--- config.mk ---
export PLATFORM = sky130hd
export DESIGN_NAME = ppm_freq_lock_ctrl_flat
export DESIGN_NICKNAME = d
export VERILOG_FILES = /design/src/rtl/ppm_freq_lock_ctrl_if.sv /design/src/rtl/ppm_freq_lock_ctrl.sv /design/src/flat_wrapper.sv
export SDC_FILE = /design/constraint.sdc
export NUM_CORES = 1
export LEC_CHECK = 0
export BUFFER_PORTS_ARGS = -buffer_cell sky130_fd_sc_hd__buf_2
export CAP_MARGIN = 20
export CORE_UTILIZATION = 55
export CTS_BUF_LIST = sky130_fd_sc_hd__clkbuf_4
export DETAILED_ROUTE_END_ITERATION = 12
export PLACE_DENSITY_LB_ADDON = 0.08
export SYNTH_ARGS = -nofsm -noshare
export SYNTH_HDL_FRONTEND = slang
export SYNTH_SLANG_ARGS = --single-unit
--- constraint.sdc ---
create_clock -name clk -period 1.5 [get_ports clk]
set_input_delay 0.375 -clock clk [delete_from_list [all_inputs] [get_ports clk]]
set_output_delay 0.375 -clock clk [all_outputs]
set_load 0.05 [all_outputs]
--- src/rtl/ppm_freq_lock_ctrl_if.sv ---
// ppm_freq_lock_ctrl_if: control, status and frequency-recovery signals of ppm_freq_lock_ctrl.
// Optional macro PPM_LOCK_STATS_EN adds the statistics outputs.
`default_nettype none

interface ppm_freq_lock_ctrl_if #(
  parameter int SYMBOL_CHIPS = 16,
  parameter int CHIP_BITS    = 1
);
  localparam int IP_W = $clog2(SYMBOL_CHIPS) + 1;

  logic                 start;
  logic                 abort;
  logic [CHIP_BITS-1:0] cfg_pulse_threshold;
  logic                 pulse_detected;
  logic [IP_W-1:0]      interpulse_cycles;
  logic [1:0]           intrasymbol_pulses;
  logic                 fr_resetn;
  logic [CHIP_BITS-1:0] pulse_threshold;
  logic                 freq_ok;
  logic                 busy;
  logic                 locked;
  logic                 lock_fail;
  logic                 lock_lost;
`ifdef PPM_LOCK_STATS_EN
  logic [15:0]          stat_good;
  logic [15:0]          stat_bad;
  logic [7:0]           stat_relocks;

  modport slave (
    input  start, abort, cfg_pulse_threshold,
    input  pulse_detected, interpulse_cycles, intrasymbol_pulses,
    output fr_resetn, pulse_threshold, freq_ok,
    output busy, locked, lock_fail, lock_lost,
    output stat_good, stat_bad, stat_relocks
  );

  modport master (
    output start, abort, cfg_pulse_threshold,
    output pulse_detected, interpulse_cycles, intrasymbol_pulses,
    input  fr_resetn, pulse_threshold, freq_ok,
    input  busy, locked, lock_fail, lock_lost,
    input  stat_good, stat_bad, stat_relocks
  );
`else
  modport slave (
    input  start, abort, cfg_pulse_threshold,
    input  pulse_detected, interpulse_cycles, intrasymbol_pulses,
    output fr_resetn, pulse_threshold, freq_ok,
    output busy, locked, lock_fail, lock_lost
  );

  modport master (
    output start, abort, cfg_pulse_threshold,
    output pulse_detected, interpulse_cycles, intrasymbol_pulses,
    input  fr_resetn, pulse_threshold, freq_ok,
    input  busy, locked, lock_fail, lock_lost
  );
`endif

endinterface

`default_nettype wire

--- src/rtl/ppm_freq_lock_ctrl.sv ---
// ppm_freq_lock_ctrl: sequences 16-PPM frequency recovery through reset, acquisition and lock.
// Optional macro PPM_LOCK_STATS_EN adds saturating good/bad/relock statistics counters.
`default_nettype none

module ppm_freq_lock_ctrl #(
  parameter int SYMBOL_CHIPS   = 16,
  parameter int CHIP_BITS      = 1,
  parameter int RESET_CYCLES   = 2,
  parameter int LOCK_COUNT     = 8,
  parameter int UNLOCK_MISSES  = 4,
  parameter int TIMEOUT_CYCLES = 4096,
  parameter int STALL_CYCLES   = 64
) (
  input wire clk,
  input wire resetn,
  ppm_freq_lock_ctrl_if.slave bus
);

  localparam int IP_W    = $clog2(SYMBOL_CHIPS) + 1;
  localparam int RST_W   = (RESET_CYCLES   > 1) ? $clog2(RESET_CYCLES)   : 1;
  localparam int GOOD_W  = (LOCK_COUNT     > 1) ? $clog2(LOCK_COUNT)     : 1;
  localparam int MISS_W  = (UNLOCK_MISSES  > 1) ? $clog2(UNLOCK_MISSES)  : 1;
  localparam int TMO_W   = (TIMEOUT_CYCLES > 1) ? $clog2(TIMEOUT_CYCLES) : 1;
  localparam int STALL_W = (STALL_CYCLES   > 1) ? $clog2(STALL_CYCLES)   : 1;

  localparam logic [RST_W-1:0]   RST_LAST   = RST_W'(RESET_CYCLES - 1);
  localparam logic [GOOD_W-1:0]  GOOD_LAST  = GOOD_W'(LOCK_COUNT - 1);
  localparam logic [MISS_W-1:0]  MISS_LAST  = MISS_W'(UNLOCK_MISSES - 1);
  localparam logic [TMO_W-1:0]   TMO_LAST   = TMO_W'(TIMEOUT_CYCLES - 1);
  localparam logic [STALL_W-1:0] STALL_LAST = STALL_W'(STALL_CYCLES - 1);

  typedef enum logic [2:0] {
    S_IDLE   = 3'd0,
    S_RST    = 3'd1,
    S_ACQ    = 3'd2,
    S_LOCKED = 3'd3,
    S_FAIL   = 3'd4
  } state_e;

  state_e               state_q, state_d;
  logic [CHIP_BITS-1:0] thr_q, thr_d;
  logic [RST_W-1:0]     rst_cnt_q, rst_cnt_d;
  logic [GOOD_W-1:0]    good_cnt_q, good_cnt_d;
  logic [MISS_W-1:0]    miss_cnt_q, miss_cnt_d;
  logic [TMO_W-1:0]     tmo_cnt_q, tmo_cnt_d;
  logic [STALL_W-1:0]   stall_cnt_q, stall_cnt_d;
  logic                 pulse_q;
  logic                 lost_d;
  logic                 miss_hit;

  logic                 fr_resetn_q, freq_ok_q, busy_q, locked_q, lock_fail_q, lock_lost_q;

  logic                 evt;
  logic                 evt_bad;
  logic [IP_W-1:0]      ip;

  assign ip      = bus.interpulse_cycles;
  assign evt     = bus.pulse_detected & ~pulse_q;
  // Zero or saturated spacing, or multiple pulses inside one symbol, is not a usable measurement.
  assign evt_bad = (ip == '0) | (&ip) | bus.intrasymbol_pulses[1];

  always_ff @(posedge clk or negedge resetn) begin
    if (!resetn) begin
      state_q     <= S_IDLE;
      thr_q       <= '0;
      rst_cnt_q   <= '0;
      good_cnt_q  <= '0;
      miss_cnt_q  <= '0;
      tmo_cnt_q   <= '0;
      stall_cnt_q <= '0;
      pulse_q     <= 1'b0;
      fr_resetn_q <= 1'b0;
      freq_ok_q   <= 1'b0;
      busy_q      <= 1'b0;
      locked_q    <= 1'b0;
      lock_fail_q <= 1'b0;
      lock_lost_q <= 1'b0;
    end else begin
      state_q     <= state_d;
      thr_q       <= thr_d;
      rst_cnt_q   <= rst_cnt_d;
      good_cnt_q  <= good_cnt_d;
      miss_cnt_q  <= miss_cnt_d;
      tmo_cnt_q   <= tmo_cnt_d;
      stall_cnt_q <= stall_cnt_d;
      pulse_q     <= bus.pulse_detected;
      fr_resetn_q <= (state_d == S_ACQ) || (state_d == S_LOCKED);
      freq_ok_q   <= (state_d == S_LOCKED);
      busy_q      <= (state_d == S_RST) || (state_d == S_ACQ) || (state_d == S_LOCKED);
      locked_q    <= (state_d == S_LOCKED);
      lock_fail_q <= (state_d == S_FAIL);
      lock_lost_q <= lost_d;
    end
  end

  always_comb begin
    state_d     = state_q;
    thr_d       = thr_q;
    rst_cnt_d   = rst_cnt_q;
    good_cnt_d  = good_cnt_q;
    miss_cnt_d  = miss_cnt_q;
    tmo_cnt_d   = tmo_cnt_q;
    stall_cnt_d = stall_cnt_q;
    lost_d      = 1'b0;
    miss_hit    = 1'b0;

    if (bus.abort) begin
      state_d = S_IDLE;
    end else begin
      unique case (state_q)
        S_IDLE, S_FAIL: begin
          if (bus.start) begin
            thr_d     = bus.cfg_pulse_threshold;
            rst_cnt_d = '0;
            state_d   = S_RST;
          end
        end
        S_RST: begin
          if (rst_cnt_q == RST_LAST) begin
            good_cnt_d  = '0;
            miss_cnt_d  = '0;
            tmo_cnt_d   = '0;
            stall_cnt_d = '0;
            state_d     = S_ACQ;
          end else begin
            rst_cnt_d = rst_cnt_q + 1'b1;
          end
        end
        S_ACQ: begin
          if (tmo_cnt_q != TMO_LAST) begin
            tmo_cnt_d = tmo_cnt_q + 1'b1;
          end
          if (evt && evt_bad) begin
            good_cnt_d = '0;
          end else if (evt) begin
            if (good_cnt_q == GOOD_LAST) begin
              state_d = S_LOCKED;
            end else begin
              good_cnt_d = good_cnt_q + 1'b1;
            end
          end
          // Lock takes priority over a coincident timeout.
          if (state_d != S_LOCKED && tmo_cnt_q == TMO_LAST) begin
            state_d = S_FAIL;
          end
        end
        S_LOCKED: begin
          if (evt) begin
            stall_cnt_d = '0;
            if (evt_bad) begin
              miss_hit = 1'b1;
            end else begin
              miss_cnt_d = '0;
            end
          end else if (stall_cnt_q == STALL_LAST) begin
            stall_cnt_d = '0;
            miss_hit    = 1'b1;
          end else begin
            stall_cnt_d = stall_cnt_q + 1'b1;
          end
          if (miss_hit) begin
            if (miss_cnt_q == MISS_LAST) begin
              rst_cnt_d = '0;
              lost_d    = 1'b1;
              state_d   = S_RST;
            end else begin
              miss_cnt_d = miss_cnt_q + 1'b1;
            end
          end
        end
        default: state_d = S_IDLE;
      endcase
    end
  end

  assign bus.fr_resetn       = fr_resetn_q;
  assign bus.pulse_threshold = thr_q;
  assign bus.freq_ok         = freq_ok_q;
  assign bus.busy            = busy_q;
  assign bus.locked          = locked_q;
  assign bus.lock_fail       = lock_fail_q;
  assign bus.lock_lost       = lock_lost_q;

`ifdef PPM_LOCK_STATS_EN
  logic [15:0] stat_good_q;
  logic [15:0] stat_bad_q;
  logic [7:0]  stat_relocks_q;
  logic        st_active;
  logic        st_clear;
  logic        st_good;
  logic        st_bad;
  logic        st_stall;

  assign st_active = (state_q == S_ACQ) || (state_q == S_LOCKED);
  assign st_clear  = bus.start && !bus.abort && ((state_q == S_IDLE) || (state_q == S_FAIL));
  assign st_stall  = (state_q == S_LOCKED) && !evt && (stall_cnt_q == STALL_LAST);
  assign st_good   = st_active && evt && !evt_bad;
  assign st_bad    = (st_active && evt && evt_bad) || st_stall;

  always_ff @(posedge clk or negedge resetn) begin
    if (!resetn) begin
      stat_good_q    <= '0;
      stat_bad_q     <= '0;
      stat_relocks_q <= '0;
    end else if (st_clear) begin
      stat_good_q    <= '0;
      stat_bad_q     <= '0;
      stat_relocks_q <= '0;
    end else begin
      if (st_good && stat_good_q != '1) begin
        stat_good_q <= stat_good_q + 1'b1;
      end
      if (st_bad && stat_bad_q != '1) begin
        stat_bad_q <= stat_bad_q + 1'b1;
      end
      if (lost_d && stat_relocks_q != '1) begin
        stat_relocks_q <= stat_relocks_q + 1'b1;
      end
    end
  end

  assign bus.stat_good    = stat_good_q;
  assign bus.stat_bad     = stat_bad_q;
  assign bus.stat_relocks = stat_relocks_q;
`endif

endmodule

`default_nettype wire

--- src/flat_wrapper.sv ---
// flat-port wrapper written by rule: the top's interface ports become plain ports
module ppm_freq_lock_ctrl_flat 
#(
  parameter int SYMBOL_CHIPS   = 16,
  parameter int CHIP_BITS      = 1,
  parameter int RESET_CYCLES   = 2,
  parameter int LOCK_COUNT     = 8,
  parameter int UNLOCK_MISSES  = 4,
  parameter int TIMEOUT_CYCLES = 4096,
  parameter int STALL_CYCLES   = 64
)
  (clk, resetn, bus_start, bus_abort, bus_cfg_pulse_threshold, bus_pulse_detected, bus_interpulse_cycles, bus_intrasymbol_pulses, bus_fr_resetn, bus_pulse_threshold, bus_freq_ok, bus_busy, bus_locked, bus_lock_fail, bus_lock_lost);
  ppm_freq_lock_ctrl_if #(.SYMBOL_CHIPS(SYMBOL_CHIPS), .CHIP_BITS(CHIP_BITS)) bus_i ();
  input wire clk;
  input wire resetn;
  input wire logic [$bits(bus_i.start)-1:0] bus_start;
  input wire logic [$bits(bus_i.abort)-1:0] bus_abort;
  input wire logic [$bits(bus_i.cfg_pulse_threshold)-1:0] bus_cfg_pulse_threshold;
  input wire logic [$bits(bus_i.pulse_detected)-1:0] bus_pulse_detected;
  input wire logic [$bits(bus_i.interpulse_cycles)-1:0] bus_interpulse_cycles;
  input wire logic [$bits(bus_i.intrasymbol_pulses)-1:0] bus_intrasymbol_pulses;
  output wire logic [$bits(bus_i.fr_resetn)-1:0] bus_fr_resetn;
  output wire logic [$bits(bus_i.pulse_threshold)-1:0] bus_pulse_threshold;
  output wire logic [$bits(bus_i.freq_ok)-1:0] bus_freq_ok;
  output wire logic [$bits(bus_i.busy)-1:0] bus_busy;
  output wire logic [$bits(bus_i.locked)-1:0] bus_locked;
  output wire logic [$bits(bus_i.lock_fail)-1:0] bus_lock_fail;
  output wire logic [$bits(bus_i.lock_lost)-1:0] bus_lock_lost;
  assign bus_i.start = bus_start;
  assign bus_i.abort = bus_abort;
  assign bus_i.cfg_pulse_threshold = bus_cfg_pulse_threshold;
  assign bus_i.pulse_detected = bus_pulse_detected;
  assign bus_i.interpulse_cycles = bus_interpulse_cycles;
  assign bus_i.intrasymbol_pulses = bus_intrasymbol_pulses;
  assign bus_fr_resetn = bus_i.fr_resetn;
  assign bus_pulse_threshold = bus_i.pulse_threshold;
  assign bus_freq_ok = bus_i.freq_ok;
  assign bus_busy = bus_i.busy;
  assign bus_locked = bus_i.locked;
  assign bus_lock_fail = bus_i.lock_fail;
  assign bus_lock_lost = bus_i.lock_lost;
  ppm_freq_lock_ctrl #(.SYMBOL_CHIPS(SYMBOL_CHIPS), .CHIP_BITS(CHIP_BITS), .RESET_CYCLES(RESET_CYCLES), .LOCK_COUNT(LOCK_COUNT), .UNLOCK_MISSES(UNLOCK_MISSES), .TIMEOUT_CYCLES(TIMEOUT_CYCLES), .STALL_CYCLES(STALL_CYCLES)) u_core (.clk(clk), .resetn(resetn), .bus(bus_i));
endmodule
; ---- Yosys cells after proc, flatten, opt, wreduce, memory -nomap -nowiden
; Cells that the tools add are included.
[totals]
ff_bits = 34
[classes]
add_sub_neg = 5
n_eq_ne = 21
muxes = 44
bitwise_logic = 5
reduce_logical = 17
[ops]
columns = cell, count
row1 = 3-bit 2-to-1 mux, 15
row2 = 12-bit 2-to-1 mux, 2
row3 = 12-bit case mux with 2 select lines, 1
row4 = 6-bit 2-to-1 mux, 3
row5 = 5-bit AND reduction, 3
row6 = 1-bit 2-to-1 mux, 13
row7 = 12-bit by 1-bit adder with 12-bit output (second input constant), 1
row8 = 12-bit == test (second input constant), 1
row9 = 3-bit by 2-bit == test with 1-bit output (second input constant), 4
row10 = 12-bit != test (second input constant), 1
row11 = 3-bit case mux with 4 select lines, 1
row12 = 6-bit case mux with 2 select lines, 1
row13 = 2-bit 2-to-1 mux, 5
row14 = 3-bit == test (second input constant), 3
row15 = 2-bit by 1-bit != test with 1-bit output (second input constant), 4
row16 = 6-bit by 1-bit adder with 6-bit output (second input constant), 1
row17 = 3-bit by 1-bit == test with 1-bit output (second input constant), 2
row18 = 6-bit == test (second input constant), 1
row19 = 3-bit by 2-bit != test with 1-bit output (second input constant), 2
row20 = 3-bit case mux with 2 select lines, 1
row21 = 3-bit AND reduction, 2
row22 = 5-bit zero test, 1
row23 = 2-bit case mux with 2 select lines, 1
row24 = 4-bit AND reduction, 1
row25 = other kinds (16), 22

; ---- Longest topological paths before layout
[depth]
ltp_word = 15
depth_mapped = 6
depth_no_buf = 6

; ---- Worst setup path after synthesis
; Ideal clock, no wire load.
[synth_timing]
path_type = input to register
from = in bus_interpulse_cycles[0]
to = reg u_core.good_cnt_q[0]
setup_ns = 0.121
arrival_ns = 1.569
t_required_ns = 1.379
setup_slack_ns = -0.190
cell_stages = 5
path_buffers = 0
cell_sequence = or4_4 > nor2_4 > nor3b_1 > o31a_1 > a22o_1
[synth_between]
elab_chain_len = 6
word_cells_on_any_way = 10
[synth_rtl]
columns = item, line_no
row1 = "start, declared", flat_wrapper.sv:20  ; input wire logic [$bits(bus_i.interpulse_cycles)-1:0] bus_interpulse_cycles;
row2 = 5-bit zero test or 5-bit AND reduction (tied branches), ppm_freq_lock_ctrl.sv:60  ; assign evt_bad = (ip == '0) | (&ip) | bus.intrasymbol_pulses[1];
row3 = 1-bit bitwise OR * (2 in a row), ppm_freq_lock_ctrl.sv:60
row4 = 1-bit logical AND *, ppm_freq_lock_ctrl.sv:133  ; if (evt && evt_bad) begin
row5 = 3-bit by 1-bit != test with 1-bit output (no source line) (tied with other cells), --
row6 = 5-bit AND reduction (no source line) or 3-bit case mux with 2 select lines (tied branches), --
row7 = "end signal, assigned", ppm_freq_lock_ctrl.sv:82  ; good_cnt_q <= good_cnt_d;
row8 = "end, declared", ppm_freq_lock_ctrl.sv:43  ; logic [GOOD_W-1:0] good_cnt_q, good_cnt_d;
; Mark *: on every way between the ends. The rest lies on a longest branch, timed or not.
; A chain may end at the register's enable or synchronous reset.

; ---- Worst setup path in the final report
[layout_timing]
from = reg u_core.tmo_cnt_q[4]
to = reg u_core.tmo_cnt_q[5]
[layout_between]
elab_chain_len = 3
word_cells_on_any_way = 6
[layout_rtl]
columns = item, line_no
row1 = "start, declared", ppm_freq_lock_ctrl.sv:45  ; logic [TMO_W-1:0] tmo_cnt_q, tmo_cnt_d;
row2 = "start signal, assigned", ppm_freq_lock_ctrl.sv:84  ; tmo_cnt_q <= tmo_cnt_d;
row3 = 12-bit by 1-bit adder with 12-bit output or 12-bit != test (tied branches), "ppm_freq_lock_ctrl.sv:131, ppm_freq_lock_ctrl.sv:130"
row4 = 12-bit 2-to-1 mux or 2-bit by 1-bit != test with 1-bit output (tied branches), --
row5 = 12-bit case mux with 2 select lines or 4-bit AND reduction (tied branches), --
; Several ways; a longest one is shown, not always the timed one. The select of a mux whose other input is x is not followed.

==> results.toml <==
[clock_network]
cts_buffers = 5
clockBufferDepth = 2
cts_tree = "built"
root_buffer = "clkbuf_4"
cts_num_sinks = 34
cts.htree.levels = 2
clkLatencyLatePin_ns = 0.35
cts.clk_slew.worst_paths_ns = 0.11

[timing]
setup_ws_ns = -0.261
finalMaxSlewViolations = 0
whs_ns = 0.156
max_clock_freq_mhz = 568
setup_viol = 29
relSlewSlack_pct = 72.5
tightest_slew_ns = 0.412
fin_crit_sh_pct = 117
rsz0062_at_grt = "true"
period_minus_slack_ns = 1.76
fin_worst_skew_ns = 0.0154
hold_viol_final = 0
final.setup.tns_ns = -3.65

[critical_path]
cp.required_ns = 1.74
path_class = "flip-flop to flip-flop"
worst-path-max-fanout = 4
worstPathArrival_ns = 2.00
end_kind = "flip-flop"
critPathLaunchType = "flip-flop"

[floorplanning]
fp.dieW_um = 61.1
dieHeight_um = 61.1
core_um2 = 3340
die_area_um2 = 3730
io_pins = 20
initial_core_util_pct = 57.6
fp-row-count = 21

[power_and_ir_drop]
power_per_cell_area_nw_per_um2 = 897
power_uw = 2560
p_leak_uw = 0.00127
ir_worst_vdd_uv = 533

[yosys]
synth_nets = 208
synth.area.mux_share_pct = 1.11
synthSimpleGateAreaFrac_pct = 27.5
yosys_warnings = 0
syn_inst = 190
syn_area_per_cell_um2 = 10.1
synth_compound_area_share_pct = 17.2
ys_ff_latch = 34
synthAdderAreaFrac_pct = 3.26
yosys.area_share.xor_xnor_pct = 3.65
synth_top_family_by_area = "simple AND/OR/NAND/NOR gates"
syn_area_um2 = 1920
ys_seq_area_share_pct = 44.3
synth_cell_types = 55

[global_route]
grt_pass1_wl_mm = 8.29
grt_start_max_net_pins = 24
grt_overflow = 0
track_usage_pct = 30.9
grt_pass1_vias = 1823
grt_antenna_before_repair = 0

[final_layout]
syn_to_final_growth_pct = 48.2
num_antenna_cells = 0
finalNonFillerCells = 313
fillers = 177
nets = 284
final_layout_size_suffix_gt1_share_pct = 51.7

[route]
drcViolationCount = 0
firstDrtPassIters = 4
drt_iter0_drc = 141
avgViaCountPerCell = 6.30
routed_wl_mm = 5.98
post_drt_wl_per_cell_um = 19.1
ant_nets = 0
vias = 1972

[flow_run]
cap_violations = 0

[outcome]
violations = "negative setup slack"
status = "finished, violations left"

[place]
dp_hpwl_mm = 3.70
portBuffers = 18
place_inst = 290
place_congestion = 0.812

[hold_path]
hp-class = "input port to flip-flop"
[cells in the final DEF, fill, tap and decap left out, types with 2 or more instances in the layout]
cell / n
buf_4: 48
dfrtp_1: 31
nand2_1: 17
buf_2: 17
nor2_1: 16
xnor2_1: 8
nand4_1: 6
a21oi_2: 6
o21ai_2: 6
clkbuf_4: 6
buf_6: 6
nand3_1: 5
inv_1: 4
o21ai_1: 4
nor3_4: 3
a31oi_1: 3
nor4_4: 3
o211ai_1: 3
nor4b_4: 3
ha_2: 3
dfrtp_2: 3
or2_4: 2
a21o_1: 2
nor2_2: 2
nand2b_1: 2
and3_1: 2
a31o_2: 2
nor2b_1: 2
a31oi_4: 2
nand2b_4: 2
and2_1: 2
o31a_1: 2
a32o_1: 2
o21ai_0: 2
buf_12: 2
[sequential cells by signal, summed over array words and instances, names as in the netlist]
name                        count
u_core.bus.busy                 1
u_core.bus.fr_resetn            1
u_core.bus.freq_ok              1
u_core.bus.lock_fail            1
u_core.bus.lock_lost            1
u_core.bus.pulse_threshold      1
u_core.good_cnt_q               3
u_core.miss_cnt_q               2
u_core.pulse_q                  1
u_core.rst_cnt_q                1
u_core.stall_cnt_q              6
u_core.state_q                  3
u_core.tmo_cnt_q               12
[worst max-delay path, cell delays in order (launching register included)]
cell	delay, ns
dfrtp_1	0.45
nand4_1	0.22
nor4_4	0.36
buf_4	0.20
buf_4	0.13
nor3_2	0.04
xnor2_1	0.17
nor2_1	0.07
[cell type report]
cell class	count	area, um^2	area share [%]
clock buffers	6	45.0	1.58
multi-input cells	146	1300	45.6
repair buffers	74	563	19.8
inverters	5	21.3	0.747
clock inverters	2	8.76	0.308
flip-flops and latches	34	855	30.0
well taps	46	57.6	2.02
[synthesized netlist by cell type (all sizes together)]
library cell	n	area share, %
o31a	2	0.91
o31ai	1	0.39
xnor2	8	3.6
buf	4	1.8
a31oi	5	1.6
o211ai	3	1.2
clkbuf	1	0.20
o21ai	12	3.3
a21o	2	0.78
mux2i	1	0.52
nor3	5	2.1
or2	2	0.65
a21oi	7	1.8
a31o	3	1.4
nand2	17	3.3
and3b	1	0.46
and3	3	0.98
nand4	7	3.1
nor4b	4	2.6
nor4	5	2.7
mux2	1	0.59
a311o	1	0.52
nor2	19	4.1
nand3	7	2.1
a22o	1	0.46
or4	1	0.59
and4	1	0.46
nand3b	1	0.39
o221ai	2	0.91
o21a	2	0.78
a2bb2oi	1	0.78
o41ai	1	0.46
and2	2	0.65
nand2b	4	1.3
nor2b	3	0.98
a211oi	1	0.39
a32o	2	1.0
inv	5	0.98
o32ai	1	0.46
nor3b	2	1.0
dfrtp	34	44
ha	5	3.3
[repair_timing]
item | in CTS | in global routing
hold buffers | 1 | 0
buffers inserted | 4 | 11
pin swaps | 12 | 22
endpoints found under the setup margin | 31 | 31
resized for setup | 25 | 37
endpoints found under the hold margin | 11 | 0
[routing by layer]
| metal | vias to the layer above | track usage, % | share of wire [%] |
|---|---|---|---|
| li1 | 867 | - | - |
| met1 | 962 | 38.9 | 41 |
| met2 | 107 | 50.6 | 49 |
| met3 | 36 | 5.67 | 6.2 |
| met4 | 0 | 15.9 | 4.3 |
| met5 | - | 0 | 0 |
[power by group]
part           leakage [uW]  switching [uW]  internal, uW
sequential         0.000454             113          1030
combinational      0.000780             499           399
clock             0.0000331             322           194
total               0.00127             934          1620
[cell families (layout without fill, tap and decap cells)]
group	after synthesis	count (layout)
AND/OR/NAND/NOR	84	84
multiplexers	2	2
AO/OA/AOI/OAI	47	47
buffers and inverters	10	87
adder cells (fa/ha/maj)	5	5
XOR/XNOR	8	8
flip-flops	34	34
[final timing paths]
path | to | slack, ns | start | depth (start not counted)
worst max-delay path | u_core.tmo_cnt_q[5] | -0.26 | u_core.tmo_cnt_q[4] | 7
worst min-delay path | u_core.pulse_q | 0.16 | bus_pulse_detected | 1
worst max register to register | u_core.tmo_cnt_q[5] | -0.26 | u_core.tmo_cnt_q[4] | 7
worst min register to register | u_core.bus.pulse_threshold | 0.51 | u_core.bus.pulse_threshold | 1
max in group asynchronous | u_core.tmo_cnt_q[11] | 0.64 | resetn | 3
min in group asynchronous | u_core.bus.pulse_threshold | 0.43 | resetn | 2
[metrics by stage]
step | util (%) | setup slack, ns | area [um^2]
6_report | 85.3 | -0.261 | 2850
5_1_grt | 85.3 | -0.337 | 2850
4_1_cts | 77.4 | -0.176 | 2580
3_5_place_dp | 71.7 | -0.427 | 2390
3_3_place_gp | 71.7 | -0.340 | 2390
2_1_floorplan | - | -0.186 | 1960
No activity file was read; power rests on OpenSTA's default activity.
